File: config.mk
export PLATFORM = sky130hd
export DESIGN_NAME = sd_host_cmd_phy
export DESIGN_NICKNAME = d
export VERILOG_FILES = /design/src/rtl/sd_host_cmd_pkg.sv /design/src/rtl/sd_host_cmd_phy_crc7.sv /design/src/rtl/sd_host_cmd_phy.sv
export SDC_FILE = /design/constraint.sdc
export NUM_CORES = 1
export LEC_CHECK = 0
export CAP_MARGIN = 20
export CORE_MARGIN = 2
export CORE_UTILIZATION = 40
export CTS_CLUSTER_SIZE = 25
export DETAILED_ROUTE_END_ITERATION = 10
export PLACE_DENSITY = 0.63
export SETUP_SLACK_MARGIN = 0.5
export SYNTH_ARGS = -nofsm -noshare
export SYNTH_HDL_FRONTEND = slang
export SYNTH_SLANG_ARGS = --single-unit
File: constraint.sdc
create_clock -name clk -period 3.4 [get_ports clk]
set_clock_uncertainty 0.15 [all_clocks]
set_input_delay 0.34 -clock clk [delete_from_list [all_inputs] [get_ports clk]]
set_output_delay 0.34 -clock clk [all_outputs]
set_load 0.02 [all_outputs]
File: src/rtl/sd_host_cmd_pkg.sv
// Shared types and constants for the host-side SD CMD-line engine.
package sd_host_cmd_pkg;

  typedef enum logic [2:0] {
    ST_IDLE,
    ST_TX,
    ST_WAIT,
    ST_RX,
    ST_DONE,
    ST_GAP
  } state_e;

  localparam logic [1:0] RSP_NONE = 2'd0;
  localparam logic [1:0] RSP_R1   = 2'd1;
  localparam logic [1:0] RSP_R2   = 2'd2;
  localparam logic [1:0] RSP_R3   = 2'd3;

  localparam int FRAME_LEN_SHORT  = 48;
  localparam int FRAME_LEN_LONG   = 136;

  localparam int DEF_TIMEOUT_BITS = 64;
  localparam int DEF_NCC_BITS     = 8;

  localparam logic [6:0] CRC7_POLY = 7'h09;

endpackage

File: src/rtl/sd_host_cmd_phy_crc7.sv
// Serial CRC7 (x^7 + x^3 + 1), MSB-first, with synchronous clear and enable.
module sd_crc7
  import sd_host_cmd_pkg::*;
(
  input  logic       clk,
  input  logic       rst,
  input  logic       clr_i,
  input  logic       en_i,
  input  logic       bit_i,
  output logic [6:0] crc_o
);

  logic [6:0] crc_q;
  logic [6:0] crc_d;
  logic       fb;

  always_comb begin
    fb    = bit_i ^ crc_q[6];
    crc_d = {crc_q[5:0], 1'b0} ^ (fb ? CRC7_POLY : 7'd0);
  end

  always_ff @(posedge clk) begin
    if (rst || clr_i) begin
      crc_q <= '0;
    end else if (en_i) begin
      crc_q <= crc_d;
    end
  end

  assign crc_o = crc_q;

endmodule

File: src/rtl/sd_host_cmd_phy.sv
// Host-side SD CMD engine: 48-bit command TX, 48/136-bit response RX with timeout and frame checks.
// Define SD_HOST_CMD_RSP_CRC_EN to build the RX CRC7 checker; otherwise o_crc_err is tied low.
module sd_host_cmd_phy
  import sd_host_cmd_pkg::*;
#(
  parameter int TIMEOUT_BITS = DEF_TIMEOUT_BITS,
  parameter int NCC_BITS     = DEF_NCC_BITS
) (
  input  logic         clk,
  input  logic         rst,
  input  logic         i_bit_stb,
  input  logic         i_cmd_stb,
  input  logic [5:0]   i_cmd_index,
  input  logic [31:0]  i_cmd_arg,
  input  logic [1:0]   i_rsp_type,
  output logic         o_cmd_busy,
  output logic         o_rsp_stb,
  output logic [127:0] o_rsp,
  output logic         o_crc_err,
  output logic         o_frame_err,
  output logic         o_timeout,
  output logic         o_sd_cmd_dir,
  output logic         o_sd_cmd_out,
  input  logic         i_sd_cmd_in
);

  localparam logic [15:0] TMO_LIM = 16'(TIMEOUT_BITS);
  localparam logic [15:0] NCC_LIM = 16'(NCC_BITS);
  localparam logic [5:0]  TX_END  = 6'(FRAME_LEN_SHORT);

  state_e         state_q;
  logic [39:0]    tx_sreg_q;
  logic [5:0]     tx_cnt_q;
  logic [1:0]     rsp_type_q;
  logic [15:0]    tmo_cnt_q;
  logic [15:0]    ncc_cnt_q;
  logic [7:0]     rx_cnt_q;
  logic [133:0]   rx_sreg_q;
  logic           busy_q, rsp_stb_q, crc_err_q, frame_err_q, timeout_q, dir_q, out_q;
  logic [127:0]   rsp_q;

  logic           accept;
  logic           is_long;
  logic [7:0]     rx_last;
  logic [6:0]     tx_crc;
  logic           tx_crc_en;
  logic           tx_bit;
  logic [127:0]   rsp_d;
  logic           frame_err_d;
  logic           crc_err_d;

  assign accept  = (state_q == ST_IDLE) && i_cmd_stb;
  assign is_long = (rsp_type_q == RSP_R2);
  assign rx_last = is_long ? 8'(FRAME_LEN_LONG - 1) : 8'(FRAME_LEN_SHORT - 1);

  // After the 40 data bits the CRC register keeps clocking with its own MSB as input,
  // which shifts the finished CRC out MSB-first with zero feedback.
  assign tx_crc_en = (state_q == ST_TX) && i_bit_stb && (tx_cnt_q < 6'd47);

  always_comb begin
    tx_bit = 1'b1;
    if (tx_cnt_q < 6'd40) begin
      tx_bit = tx_sreg_q[39];
    end else if (tx_cnt_q < 6'd47) begin
      tx_bit = tx_crc[6];
    end
  end

  sd_crc7 u_tx_crc (
    .clk   (clk),
    .rst   (rst),
    .clr_i (accept),
    .en_i  (tx_crc_en),
    .bit_i (tx_bit),
    .crc_o (tx_crc)
  );

  // Frame bit j (j >= 1) sits at rx_sreg_q[j-1] when the last bit is on the line.
  assign rsp_d       = is_long ? {rx_sreg_q[126:0], i_sd_cmd_in} : {90'd0, rx_sreg_q[44:7]};
  assign frame_err_d = (is_long ? rx_sreg_q[133] : rx_sreg_q[45]) | ~i_sd_cmd_in;

`ifdef SD_HOST_CMD_RSP_CRC_EN
  logic [6:0] rx_crc;
  logic       rx_crc_en;

  // The start bit is never fed: a leading 0 leaves a cleared CRC unchanged.
  assign rx_crc_en = (state_q == ST_RX) && i_bit_stb &&
                     (is_long ? ((rx_cnt_q >= 8'd8) && (rx_cnt_q < 8'd128))
                              : (rx_cnt_q < 8'd40));

  sd_crc7 u_rx_crc (
    .clk   (clk),
    .rst   (rst),
    .clr_i (accept),
    .en_i  (rx_crc_en),
    .bit_i (i_sd_cmd_in),
    .crc_o (rx_crc)
  );

  assign crc_err_d = (rsp_type_q != RSP_R3) && (rx_crc != rx_sreg_q[6:0]);
`else
  assign crc_err_d = 1'b0;
`endif

  always_ff @(posedge clk) begin
    if (rst) begin
      state_q     <= ST_IDLE;
      tx_sreg_q   <= '0;
      tx_cnt_q    <= '0;
      rsp_type_q  <= RSP_NONE;
      tmo_cnt_q   <= '0;
      ncc_cnt_q   <= '0;
      rx_cnt_q    <= '0;
      rx_sreg_q   <= '0;
      busy_q      <= 1'b0;
      rsp_stb_q   <= 1'b0;
      rsp_q       <= '0;
      crc_err_q   <= 1'b0;
      frame_err_q <= 1'b0;
      timeout_q   <= 1'b0;
      dir_q       <= 1'b0;
      out_q       <= 1'b1;
    end else begin
      case (state_q)
        ST_IDLE: begin
          if (i_cmd_stb) begin
            state_q     <= ST_TX;
            busy_q      <= 1'b1;
            tx_sreg_q   <= {2'b01, i_cmd_index, i_cmd_arg};
            tx_cnt_q    <= '0;
            rsp_type_q  <= i_rsp_type;
            tmo_cnt_q   <= '0;
            rx_cnt_q    <= '0;
            rx_sreg_q   <= '0;
            rsp_q       <= '0;
            crc_err_q   <= 1'b0;
            frame_err_q <= 1'b0;
            timeout_q   <= 1'b0;
          end
        end
        ST_TX: begin
          if (i_bit_stb) begin
            if (tx_cnt_q == TX_END) begin
              dir_q <= 1'b0;
              out_q <= 1'b1;
              if (rsp_type_q == RSP_NONE) begin
                rsp_stb_q <= 1'b1;
                state_q   <= ST_DONE;
              end else if (!i_sd_cmd_in) begin
                rx_cnt_q <= 8'd1;
                state_q  <= ST_RX;
              end else begin
                state_q <= ST_WAIT;
              end
            end else begin
              dir_q     <= 1'b1;
              out_q     <= tx_bit;
              tx_sreg_q <= {tx_sreg_q[38:0], 1'b0};
              tx_cnt_q  <= tx_cnt_q + 6'd1;
            end
          end
        end
        ST_WAIT: begin
          if (i_bit_stb) begin
            if (!i_sd_cmd_in) begin
              rx_cnt_q <= 8'd1;
              state_q  <= ST_RX;
            end else if (tmo_cnt_q + 16'd1 == TMO_LIM) begin
              timeout_q <= 1'b1;
              rsp_stb_q <= 1'b1;
              state_q   <= ST_DONE;
            end else begin
              tmo_cnt_q <= tmo_cnt_q + 16'd1;
            end
          end
        end
        ST_RX: begin
          if (i_bit_stb) begin
            rx_sreg_q <= {rx_sreg_q[132:0], i_sd_cmd_in};
            rx_cnt_q  <= rx_cnt_q + 8'd1;
            if (rx_cnt_q == rx_last) begin
              rsp_q       <= rsp_d;
              crc_err_q   <= crc_err_d;
              frame_err_q <= frame_err_d;
              rsp_stb_q   <= 1'b1;
              state_q     <= ST_DONE;
            end
          end
        end
        ST_DONE: begin
          rsp_stb_q <= 1'b0;
          ncc_cnt_q <= '0;
          state_q   <= ST_GAP;
        end
        ST_GAP: begin
          if (i_bit_stb) begin
            if (ncc_cnt_q + 16'd1 == NCC_LIM) begin
              busy_q  <= 1'b0;
              state_q <= ST_IDLE;
            end else begin
              ncc_cnt_q <= ncc_cnt_q + 16'd1;
            end
          end
        end
        default: state_q <= ST_IDLE;
      endcase
    end
  end

  assign o_cmd_busy   = busy_q;
  assign o_rsp_stb    = rsp_stb_q;
  assign o_rsp        = rsp_q;
  assign o_crc_err    = crc_err_q;
  assign o_frame_err  = frame_err_q;
  assign o_timeout    = timeout_q;
  assign o_sd_cmd_dir = dir_q;
  assign o_sd_cmd_out = out_q;

endmodule

# Word level (Yosys, flattened, before mapping)
# Index checks and enable logic that the tools add are counted.
# word_totals
regBits	367
output_inout_bits	135
elab_cells	151
# op_classes
n_addsub	4
order_cmp	2
n_eq_ne	26
muxes	73
bitwise_logic	4
n_reduce_logical	25
# op_table
operator	n
128-bit two-way mux	4
134-bit two-way mux	2
134-bit one-hot mux with 2 select lines	1
128-bit one-hot mux with 2 select lines	1
40-bit two-way mux	3
16-bit two-way mux	6
40-bit one-hot mux with 2 select lines	1
8-bit two-way mux	8
16-bit one-hot mux with 2 select lines	2
3-bit two-way mux	11
16-bit by 1-bit adder with 16-bit output, second input constant	2
8-bit one-hot mux with 4 select lines	1
2-bit != test, second input constant	13
1-bit two-way mux	22
6-bit two-way mux	3
3-bit one-hot mux with 6 select lines	1
9-bit AND reduction	2
16-bit by 4-bit equality test with 1-bit output, second input constant	1
16-bit by 7-bit equality test with 1-bit output, second input constant	1
6-bit less-than comparator, second input constant	2
6-bit one-hot mux with 2 select lines	1
4-bit AND reduction	3
5-bit AND reduction	2
2-bit nonzero test	5
25 further kinds	36

# Depth between registers and ports, before layout
# Gate-level depths: netlist of the first run.
# depth
ltp_word	6
mapped_depth	11

# Modules after synthesis
# A second synthesis of the first run with hierarchy kept.
# unflattened
cells_unflattened	1919
hier_area_um2	15332.2
# by_module_without_submodules
mod	instances	cells_per_inst	area_per_inst_um2	seq_area_each_um2
sd_host_cmd_phy	1	1886	15018.2	7186.9
sd_crc7	1	33	314.1	140.1

# Worst setup path after synthesis of the first run
# No wires, ideal clock.
# synth_path
path_kind	register -> register
startpoint	register tmo_cnt_q[0]
endpoint	register tmo_cnt_q[1]
setup_time_ps	132
arrival_ps	2341
required_time_ps	3118
slack_ps	777
path_stages_with_launch	11
n_path_buf	2
synth_period_minus_slack_ps	2623
cell_sequence	dfxtp_1 -> ha_1 -> buf_2 -> nand4_1 -> nor2_1 -> xor2_1 -> a2111o_1 -> o21a_1 -> buf_4 -> o211ai_1 -> a21oi_1
# synth_between
elab_chain_len	5
word_cells_on_any_way	8
classes_between	add/sub (1); eq/ne (2); mux (4); reduce/logical (1)
# synth_rtl
item	line	rtl
start: declaration	sd_host_cmd_phy.sv:35	logic [15:0] tmo_cnt_q;
start signal: assignment	sd_host_cmd_phy.sv:173	tmo_cnt_q <= tmo_cnt_q + 16'd1;
16-bit by 1-bit adder with 16-bit output (*)	sd_host_cmd_phy.sv:168, sd_host_cmd_phy.sv:173	
parallel branches: the longest is 4 deep, another holds 16-bit by 7-bit equality test with 1-bit output	--	
# Mark *: on every way between the ends. The select of a mux whose other input is x is not followed.
# A chain may end at the register's enable or synchronous reset.

# Worst setup path in the final report of the first run
# layout_path
startpoint	register tmo_cnt_q[0]
endpoint	register tmo_cnt_q[4]
# Same word-level chain as after synthesis.

==> reports/results.ini, run 1 <==
[floorplanning]
initial_utilization_pct=40.5
die_area_um2=39600
num_rows=71
chipHeight_um=199
die_w_um=199
core-area_um2=37600
boundaryPins=180

[setup_path]
reg2reg_slack_ns=0.56
path_cells=ha_4 > nand4_1 > nor2_2 > xor2_1 > a2111o_1 > o21ai_4 > nand2_2 > a311oi_1
reg2regPathDepth=8
cp.arrival_ns=3.13
worstPathMaxFanout=11
cpPeakStageDelay_ns=0.49
r2r_start=tmo_cnt_q[0]$_SDFFE_PP0P_
cp-end-kind=flop
critPathKind=reg2reg
crit_start=tmo_cnt_q[0]$_SDFFE_PP0P_
crit_path_top_delay_cell=a2111o_1
reg2reg_to=tmo_cnt_q[4]$_SDFFE_PP0P_
crit_required_ns=3.69
crit_end=tmo_cnt_q[4]$_SDFFE_PP0P_
startpoint_type=flop

[flow_run]
drv_cap=0

[clocking]
clockBufferDepth=3
cts_max_level=2
cts_tree=done
cts_root_buf=clkbuf_16
cts.sinks=366
clock_latency_ns=0.55
clkTransAtPathRegs_ns=0.06
hold_buffers=0
numCtsBuffers=41

[drt]
drtAntennaViolNets=0
dr_total_vias=13728
firstDrtPassIters=5
wire_per_inst_um=15.3
wirelength_um=38800
drtIter0Drc=1039
drc=0
avgViaCountPerCell=5.41

[timing]
slew_viol_final=0
maxSlewHeadroom_pct=44.6
hold_viol=0
rsz0062_at_grt=true
period_minus_slack_ns=2.84
setup_viol=0
max_freq_mhz=352
tightest_slew_ns=0.830
post-route-period-util_pct=83.5
setup_tns_ns=0

[grt]
grt_max_degree=158
grt_pass1_vias=12461
track_usage_pct=19.0
grt_remaining_overflow=0
antenna_found_initial=0
grt_pass1_wl_um=63200

[power]
peakVddDrop_v=0.000471
power_per_cell_area_nw_per_um2=617
switching_share_pct=32.5
p_sw_uw=3770
comb_power_share_pct=22.3
p_leak_uw=0.00622
p_seq_share_pct=40.4
internal_power_uw=7810
clockPowerShare_pct=37.3

[logic_synthesis]
synthesis.area_um2=15200
netlist_instances=1920
ys_warn_count=0
synth_cell_types=68
ys_seq_area_share_pct=48.1
syn-num-nets=1971
synth_ff_type=dfxtp_1
synth-edff-count=0
synth_area_per_cell_um2=7.93
async_flop_share_pct=0
synth_seq_cells=366

[layout]
syn_to_final_growth_pct=23.2
nets=2047
n_fill_cell=3639
drive_above_1_share_pct=6.85
final_common_cell=dfxtp_1
final_cells=2539
diodes=0
final_cell_mix=dfxtp_1, nand2_1, a21oi_1

[place]
dp_cells=2457
hpwl_um=23800
place.gp.congestion=0.827
port_buffers=178

[worst_hold_path]
hold_class=in2reg

[outcome]
status=complete, no violations

-- final cells by class --
cell class / instances / area [um2] / area share [%]
Sequential cell: 366 / 7340 / 39.1
Multi-Input combinational cell: 1364 / 7280 / 38.8
Timing Repair Buffer: 212 / 2130 / 11.4
Clock buffer: 63 / 1180 / 6.29
Tap cell: 511 / 639 / 3.41
Clock inverter: 12 / 145 / 0.774
Inverter: 11 / 41.3 / 0.220
-- flip-flops by register name, summed over array words and instances, names as in the netlist, 2 cells and up --
register / cells
o_rsp: 128
ncc_cnt_q: 16
state_q: 3
tx_cnt_q: 6
rx_sreg_q: 134
tx_sreg_q: 40
tmo_cnt_q: 16
rx_cnt_q: 8
rsp_type_q: 2
u_tx_crc.crc_o: 7
-- worst min path at each step --
stage	startpoint	to	slack, ns	cells after the start
final	rst	ncc_cnt_q[15]$_SDFFE_PP0P_	0.11	2
after floorplan	rx_sreg_q[127]$_SDFFE_PP0P_	rx_sreg_q[128]$_SDFFE_PP0P_	0.28	2
after global routing	rst	ncc_cnt_q[15]$_SDFFE_PP0P_	0.15	2
after global placement	rx_sreg_q[127]$_SDFFE_PP0P_	rx_sreg_q[128]$_SDFFE_PP0P_	0.29	2
after detailed placement	rx_sreg_q[130]$_SDFFE_PP0P_	rx_sreg_q[131]$_SDFFE_PP0P_	0.29	2
after CTS	rst	ncc_cnt_q[15]$_SDFFE_PP0P_	0.12	2
-- stage by stage --
stage | utilization [%] | setup slack (ns) | total power [uW] | area, um2 | hold slack [ns]
floorplan | - | 0.777 | 6590 | 15200 | 0.282
CTS | 49.6 | 0.507 | 11700 | 18600 | 0.123
global placement | 46.0 | 0.414 | 7280 | 17300 | 0.288
finish | 49.9 | 0.562 | 11600 | 18800 | 0.109
detailed placement | 46.0 | 0.294 | 7330 | 17300 | 0.294
global route | 49.9 | 0.434 | 12200 | 18800 | 0.152
-- synth_stat cells, types with 3 or more instances --
cell type / number / area, um2
mux2i_1: 53 / 531
dfxtp_1: 366 / 7330
a311oi_1: 49 / 429
a31oi_1: 18 / 113
nor2_1: 132 / 495
buf_2: 18 / 90.1
o22ai_1: 3 / 18.8
buf_1: 31 / 116
and4_1: 4 / 35.0
a21oi_1: 294 / 1470
and3_1: 6 / 37.5
and2_1: 7 / 43.8
or4_1: 6 / 45.0
nand3_1: 240 / 1200
nand4_1: 19 / 119
inv_1: 11 / 41.3
clkbuf_1: 126 / 473
nand2b_1: 6 / 37.5
nand2_1: 357 / 1340
o21ai_0: 20 / 100
nor4_1: 6 / 37.5
o211ai_1: 6 / 45.0
a22oi_1: 3 / 22.5
or3_1: 3 / 18.8
nor3b_1: 3 / 22.5
nor3_1: 48 / 240
o21a_1: 3 / 22.5
a211oi_1: 7 / 52.6
xnor2_1: 7 / 61.3
ha_1: 6 / 75.1
xor2_1: 11 / 96.3
buf_4: 3 / 22.5
-- power by group through the flow --
stage	Sequential, uW	Combinational (uW)	Clock [uW]
detailed placement	4760	2560	0
global placement	4760	2520	0
global route	4700	2860	4600
finish	4680	2580	4320
floorplan	4710	1880	0
CTS	4670	2570	4440
-- critical path, delay by kind of cell (launching register included) --
kind | cells | cell delay, ns
fa+ha+maj | 1 | 0.22
compound gates | 3 | 1.11
simple gates | 3 | 0.75
xor+xnor | 1 | 0.09
flops | 1 | 0.42
-- per-layer routing --
| layer | share of wire (%) | wire length, um | up-vias | track usage (%) |
|---|---|---|---|---|
| met3 | 4.8 | 1850 | 49 | 2.87 |
| met4 | 1.7 | 652 | 0 | 4.86 |
| li1 | - | - | 6865 | - |
| met2 | 47 | 18400 | 338 | 31.4 |
| met5 | 0 | 0 | - | 0 |
| met1 | 46 | 17900 | 6476 | 25.9 |
-- repair_timing --
| action | 4_1_cts | 5_1_grt |
|---|---|---|
| endpoints found under the setup margin | 16 | 88 |
| pin swaps | 0 | 4 |
| buffers inserted | 0 | 6 |
| gates resized for setup | 5 | 17 |
| gates cloned | 0 | 1 |
-- cell families (layout without fill, tap and decap cells) --
family	count (synthesis)	after routing	share of synthesized area, %
AO/OA/AOI/OAI	433	434	16.7
AND/OR/NAND/NOR	851	851	25.0
XOR/XNOR	18	18	1.04
adder cells (fa/ha/maj)	6	6	0.493
flip-flops	366	366	48.1
multiplexers	54	54	3.56
other	1	1	0.0246
buffers and inverters	191	298	5.03
No activity file was read; power rests on OpenSTA's default activity.
==> run 2: changes to the inputs <==
==> constraint.sdc (replaced) <==
create_clock -name clk -period 2.7 [get_ports clk]
set_clock_uncertainty 0.15 [all_clocks]
set_input_delay 0.27 -clock clk [delete_from_list [all_inputs] [get_ports clk]]
set_output_delay 0.27 -clock clk [all_outputs]
set_load 0.02 [all_outputs]
==> run 2 against run 1 <==
  * Critical path depth is 3 higher
  * Sequential share of layout area is 7.3 points lower
  * Highest routed layer unchanged
  * Largest cell class is now multi-input gates
  * Count of clock-buffer cells in the layout is 8 lower
  * Combinational power grew to 2.7 times the previous value
  * Global-route usage is 4.0 points higher
  * Hold slack better by 0.034 ns
==> reports/results.ini, run 2 (synthesis results as in run 1) <==
[outcome]
status=complete, no violations  ; unchanged

[layout]
drive_above_1_share_pct=29.0  ; was 6.85%
final_cells=2692  ; was 2,539
nets=2208  ; was 2,047
top_register=rx_sreg_q  ; unchanged
final_common_cell=dfxtp_1  ; unchanged
largest_reg_flops=134  ; unchanged
syn_to_final_growth_pct=52.9  ; was 23.2%
final_cell_mix=dfxtp_1, nand2_1, nand3_1  ; was dfxtp_1, nand2_1, a21oi_1
diodes=0  ; unchanged

[power]
peakVddDrop_v=0.000483  ; was 0.000471 V
power_per_cell_area_nw_per_um2=784  ; was 617 nW/um2
p_leak_uw=0.00831  ; was 0.00622 uW

[timing]
rsz0062_at_grt=true  ; unchanged
max_freq_mhz=397  ; was 352 MHz
setup_viol=0  ; unchanged
setup_tns_ns=0  ; unchanged
post-route-period-util_pct=93.2  ; was 83.5%
tightest_slew_ns=0.841  ; was 0.830 ns
maxSlewHeadroom_pct=43.9  ; was 44.6%
hold_viol=0  ; unchanged
slew_viol_final=0  ; unchanged
period_minus_slack_ns=2.52  ; was 2.84 ns

[floorplanning]
chipHeight_um=199  ; unchanged
initial_utilization_pct=40.5  ; unchanged
die_w_um=199  ; unchanged
num_rows=71  ; unchanged
boundaryPins=180  ; unchanged
core-area_um2=37600  ; unchanged
die_area_um2=39600  ; unchanged

[drt]
dr_total_vias=15251  ; was 13,728
drtIter0Drc=982  ; was 1,039
wire_per_inst_um=18.2  ; was 15.3 um
avgViaCountPerCell=5.67  ; was 5.41
drc=0  ; unchanged
drtAntennaViolNets=0  ; unchanged
firstDrtPassIters=5  ; unchanged
wirelength_um=49100  ; was 38,800 um

[setup_path]
cp.arrival_ns=2.78  ; was 3.13 ns
cp-end-kind=flop  ; unchanged
worstPathMaxFanout=8  ; was 11
crit_required_ns=2.96  ; was 3.69 ns
critPathKind=reg2reg  ; unchanged
startpoint_type=flop  ; unchanged

[clocking]
cts.sinks=366  ; unchanged
cts_tree=done  ; unchanged
cts_max_level=2  ; unchanged
numCtsBuffers=40  ; was 41
clockBufferDepth=3  ; unchanged
clkTransAtPathRegs_ns=0.06  ; about the same
clock_latency_ns=0.55  ; about the same
cts_root_buf=clkbuf_16  ; unchanged

[flow_run]
drv_cap=0  ; unchanged

[place]
port_buffers=178  ; unchanged
dp_cells=2486  ; was 2,457
hpwl_um=24400  ; was 23,800 um
place.gp.congestion=0.868  ; was 0.827

[grt]
track_usage_pct=23.0  ; was 19.0%
grt_remaining_overflow=0  ; unchanged
grt_max_degree=160  ; was 158
grt_pass1_vias=14125  ; was 12,461
antenna_found_initial=0  ; unchanged
grt_pass1_wl_um=73900  ; was 63,200 um

[worst_hold_path]
hold_class=in2reg  ; unchanged

run 2: cell type report:
| type | instances | area, um2 |
|---|---|---|
| clock buffers | 55 | 1170 |
| repair buffers | 365 | 4540 |
| fillers | 3049 | 14300 |
| flip-flops and latches | 366 | 7400 |
| clock inverters | 11 | 91.3 |
| inverters | 11 | 41.3 |
| well taps | 511 | 639 |
| multi-input cells | 1373 | 9400 |
run 2: report_power, final:
group | internal, uW | switching [uW]
sequential | 5680 | 212
clock | 3110 | 2230
combinational | 3250 | 3770
total | 12000 | 6210
run 2: worst max-delay path, cell delays in order, from the launching register on:
cell and delay [ns]:
dfxtp_4 0.37, and3b_1 0.18, mux2i_1 0.11, or4_4 0.48
buf_6 0.14, o21a_4 0.25, buf_12 0.14, buf_12 0.15
buf_12 0.13, buf_16 0.15, nand2_4 0.06, a21oi_2 0.05
run 2: final timing paths:
kind         slack, ns                           to                   startpoint  depth (start not counted)
max               0.18       o_rsp[77]$_SDFFE_PP0P_     rx_cnt_q[5]$_SDFFE_PP0P_                         11
min               0.14    tx_sreg_q[0]$_SDFFE_PP0P_                 i_cmd_arg[0]                          3
max reg2reg       0.18       o_rsp[77]$_SDFFE_PP0P_     rx_cnt_q[5]$_SDFFE_PP0P_                         11
min reg2reg       0.30  rx_sreg_q[130]$_SDFFE_PP0P_  rx_sreg_q[129]$_SDFFE_PP0P_                          2
run 2: per-stage QoR:
step                instance area (um2)  utilization [%]  hold slack [ns]  total power [uW]  setup WS (ns)
floorplan                         15400                -            0.256              8340          0.281
global placement                  17800             47.2            0.290              9390          0.124
detailed placement                17800             47.2            0.293              9430         0.0286
CTS                               21500             57.3            0.117             17200          0.280
global route                      23300             61.9            0.152             19000         0.0856
finish                            23300             61.9            0.143             18300          0.183
run 2: what timing repair did:
item                       CTS  global route
gates resized for setup    260           294
pin swaps                  120           135
cloned                      36             7
hold buffers                 1             0
setup endpoints to repair  306           353
hold endpoints to repair    29             0
buffers inserted            67            29
run 2: routing by layer:
layer	global-route usage [%]	part of all wire (%)
met1	30.0	43
met2	37.9	49
met3	3.49	4.8
met4	9.37	3.0
met5	0	0
==> run 3: changes to the inputs <==
--- a/config.mk
+++ b/config.mk
@@ -6,11 +6,14 @@
 export NUM_CORES = 1
 export LEC_CHECK = 0
 export CAP_MARGIN = 20
+export CELL_PAD_IN_SITES_DETAIL_PLACEMENT = 0
+export CELL_PAD_IN_SITES_GLOBAL_PLACEMENT = 1
 export CORE_MARGIN = 2
 export CORE_UTILIZATION = 40
 export CTS_CLUSTER_SIZE = 25
 export DETAILED_ROUTE_END_ITERATION = 10
-export PLACE_DENSITY = 0.63
+export GPL_ROUTABILITY_DRIVEN = 0
+export PLACE_DENSITY = 0.8
 export SETUP_SLACK_MARGIN = 0.5
 export SYNTH_ARGS = -nofsm -noshare
 export SYNTH_HDL_FRONTEND = slang
==> run 3 against run 2 <==
  * Setup slack better by 0.024 ns
  * Die area stayed put
  * First-iteration DRC count is 0.20% lower
  * Via count is 2.1% lower
  * Flip-flop and latch count stayed put
==> reports/results.ini, run 3 (synthesis results as in run 1) <==
[grt]
grt_remaining_overflow=0  ; unchanged
grt_pass1_wl_um=69100  ; was 73,900 um
grt_pass1_vias=13350  ; was 14,125
track_usage_pct=21.2  ; was 23.0%
grt_max_degree=135  ; was 160
antenna_found_initial=0  ; unchanged

[timing]
setup_tns_ns=0  ; unchanged
rsz0062_at_grt=true  ; unchanged
hold_viol=0  ; unchanged
period_minus_slack_ns=2.49  ; was 2.52 ns
maxSlewHeadroom_pct=30.7  ; was 43.9%
slew_viol_final=0  ; unchanged
tightest_slew_ns=1.04  ; was 0.841 ns
max_freq_mhz=401  ; was 397 MHz
setup_viol=0  ; unchanged
post-route-period-util_pct=92.3  ; was 93.2%

[place]
dp_cells=2476  ; was 2,486
port_buffers=178  ; unchanged
hpwl_um=24000  ; was 24,400 um
placed_cell_area_um2=17600  ; was 17,800 um2

[layout]
final_cells=2664  ; was 2,692
final_cell_mix=dfxtp_1, nand2_1, a21oi_1  ; was dfxtp_1, nand2_1, nand3_1
drive_above_1_share_pct=26.6  ; was 29.0%
design_area_um2=22800  ; was 23,300 um2
largest_reg_flops=134  ; unchanged
final_core_util_pct=60.7  ; was 61.9%
top_register=rx_sreg_q  ; unchanged
nets=2171  ; was 2,208
syn_to_final_growth_pct=49.8  ; was 52.9%
diodes=0  ; unchanged
final_common_cell=dfxtp_1  ; unchanged

[drt]
drc=0  ; unchanged
m1WireLength_um=21600  ; was 21,000 um
wl_met2_um=23600  ; was 24,200 um
drtAntennaViolNets=0  ; unchanged
wirelength_um=49000  ; was 49,100 um
drtIter0Drc=980  ; was 982
maxUsedRoutingLayer=met4  ; unchanged
avgViaCountPerCell=5.60  ; was 5.67
wl_met3_um=2770  ; was 2370 um
dr_total_vias=14926  ; was 15,251
firstDrtPassIters=5  ; unchanged
wire_per_inst_um=18.4  ; was 18.2 um

[floorplanning]
chipHeight_um=199  ; unchanged
core-area_um2=37600  ; unchanged
initial_utilization_pct=40.5  ; unchanged
num_rows=71  ; unchanged
die_area_um2=39600  ; unchanged
boundaryPins=180  ; unchanged
die_w_um=199  ; unchanged

[setup_path]
reg2reg_to=ncc_cnt_q[1]$_SDFFE_PP0P_  ; was o_rsp[77]$_SDFFE_PP0P_
crit_required_ns=2.98  ; was 2.96 ns
cp_top_family=compound AO/OA/AOI/OAI gates  ; was simple AND/OR/NAND/NOR gates
cp-end-kind=flop  ; unchanged
path_cells=ha_4 > inv_2 > or4b_4 > a221oi_4 > buf_4 > o211a_4 > a2111oi_4 > buf_4 > buf_6 > a32o_1  ; was and3b_1 > mux2i_1 > or4_4 > buf_6 > o21a_4 > buf_12 > buf_12 > buf_12 > buf_16 > nand2_4 > a21oi_2
crit_path_frequent_cell=buf_4  ; was buf_12
reg2reg_slack_ns=0.21  ; was 0.18 ns
cp.arrival_ns=2.77  ; was 2.78 ns
reg2regPathDepth=10  ; was 11
r2r_start=ncc_cnt_q[0]$_SDFFE_PP0P_  ; was rx_cnt_q[5]$_SDFFE_PP0P_
worstPathMaxFanout=6  ; was 8
startpoint_type=flop  ; unchanged
crit_path_top_delay_cell=or4b_4  ; was or4_4
critPathBufInv=4  ; was 5
cpPeakStageDelay_ns=0.49  ; was 0.48 ns
critPathKind=reg2reg  ; unchanged

[worst_hold_path]
hold_class=in2reg  ; unchanged
holdPathEnd=rsp_type_q[1]$_SDFFE_PP0P_  ; was tx_sreg_q[0]$_SDFFE_PP0P_
hold_start=i_rsp_type[1]  ; was i_cmd_arg[0]
holdPathStages=3  ; unchanged

[outcome]
status=complete, no violations  ; unchanged

[clocking]
numCtsBuffers=41  ; was 40
cts_max_level=2  ; unchanged
clkTransAtPathRegs_ns=0.06  ; about the same
cts_root_buf=clkbuf_16  ; unchanged
clockBufferDepth=3  ; unchanged
cts.sinks=366  ; unchanged
cts_tree=done  ; unchanged
clock_latency_ns=0.55  ; about the same

[power]
power_per_cell_area_nw_per_um2=796  ; was 784 nW/um2
internal_power_uw=12000  ; about the same
p_sw_uw=6160  ; was 6210 uW
clockPowerShare_pct=32.4  ; was 29.3%
peakVddDrop_v=0.000609  ; was 0.000483 V
p_leak_uw=0.00771  ; was 0.00831 uW
comb_power_share_pct=35.2  ; was 38.4%
switching_share_pct=33.9  ; was 34.0%
fin_total_pwr_uw=18200  ; was 18,300 uW
p_seq_share_pct=32.4  ; was 32.3%

[flow_run]
drv_cap=0  ; unchanged

-- run 3: changes by cell type in the layout (fill, tap and decap cells not counted), moves of 16 or more --
cell,change
buf_12,-17
nand2_1,+51
nand3_1,-41
nand3_4,+37
nand2_4,-51
buf_16,-16
-- run 3: layer usage --
layer / up-vias / GRT usage (%)
met2: 424 / 35.3
met3: 79 / 3.48
li1: 7183 / -
met1: 7240 / 28.4
met4: 0 / 5.64
met5: - / 0
-- run 3: worst max-delay path by stage --
stage,from,to,slack [ns],depth (start not counted)
floorplan,tmo_cnt_q[3]$_SDFFE_PP0P_,tmo_cnt_q[1]$_SDFFE_PP0P_,0.28,9
global placement,tmo_cnt_q[3]$_SDFFE_PP0P_,tmo_cnt_q[7]$_SDFFE_PP0P_,0.06,7
detailed placement,tmo_cnt_q[3]$_SDFFE_PP0P_,tmo_cnt_q[4]$_SDFFE_PP0P_,-0.005,7
CTS,ncc_cnt_q[1]$_SDFFE_PP0P_,ncc_cnt_q[4]$_SDFFE_PP0P_,0.29,9
global route,tmo_cnt_q[1]$_SDFFE_PP0P_,tmo_cnt_q[3]$_SDFFE_PP0P_,0.11,8
finish,ncc_cnt_q[0]$_SDFFE_PP0P_,ncc_cnt_q[1]$_SDFFE_PP0P_,0.21,10
-- run 3: worst min-delay path: stages --
cell	delay [ns]
clkdlybuf4s50_1	0.41
nand2_1	0.06
a21oi_1	0.05
-- run 3: repair_timing --
item | CTS | global route
endpoints found under the hold margin | 23 | 0
endpoints found under the setup margin | 232 | 362
setup buffers | 37 | 22
pin swaps | 61 | 144
gates resized for setup | 117 | 363
hold buffers | 1 | 0
gates cloned | 21 | 31
-- run 3: final cells by class --
class	instances	area [um2]
fillers	3145	14800
multi-input cells	1377	9420
flip-flops and latches	366	7390
repair buffers	323	3900
clock buffers	66	1270
well taps	511	639
clock inverters	10	156
inverters	11	41.3
-- run 3: power groups by stage --
stage               Sequential (uW)  Clock (uW)  Combinational, uW
floorplan                      5930           0               2400
global placement               5980           0               3310
detailed placement             5990           0               3350
CTS                            5880        5970               4560
global route                   5920        6210               6770
finish                         5880        5880               6390
-- run 3: per-stage QoR --
| step | setup slack [ns] | hold WS, ns |
|---|---|---|
| finish | 0.207 | 0.132 |
| global route | 0.114 | 0.151 |
| CTS | 0.287 | 0.109 |
| detailed placement | -0.00485 | 0.294 |
| global placement | 0.0614 | 0.288 |
| floorplan | 0.281 | 0.256 |
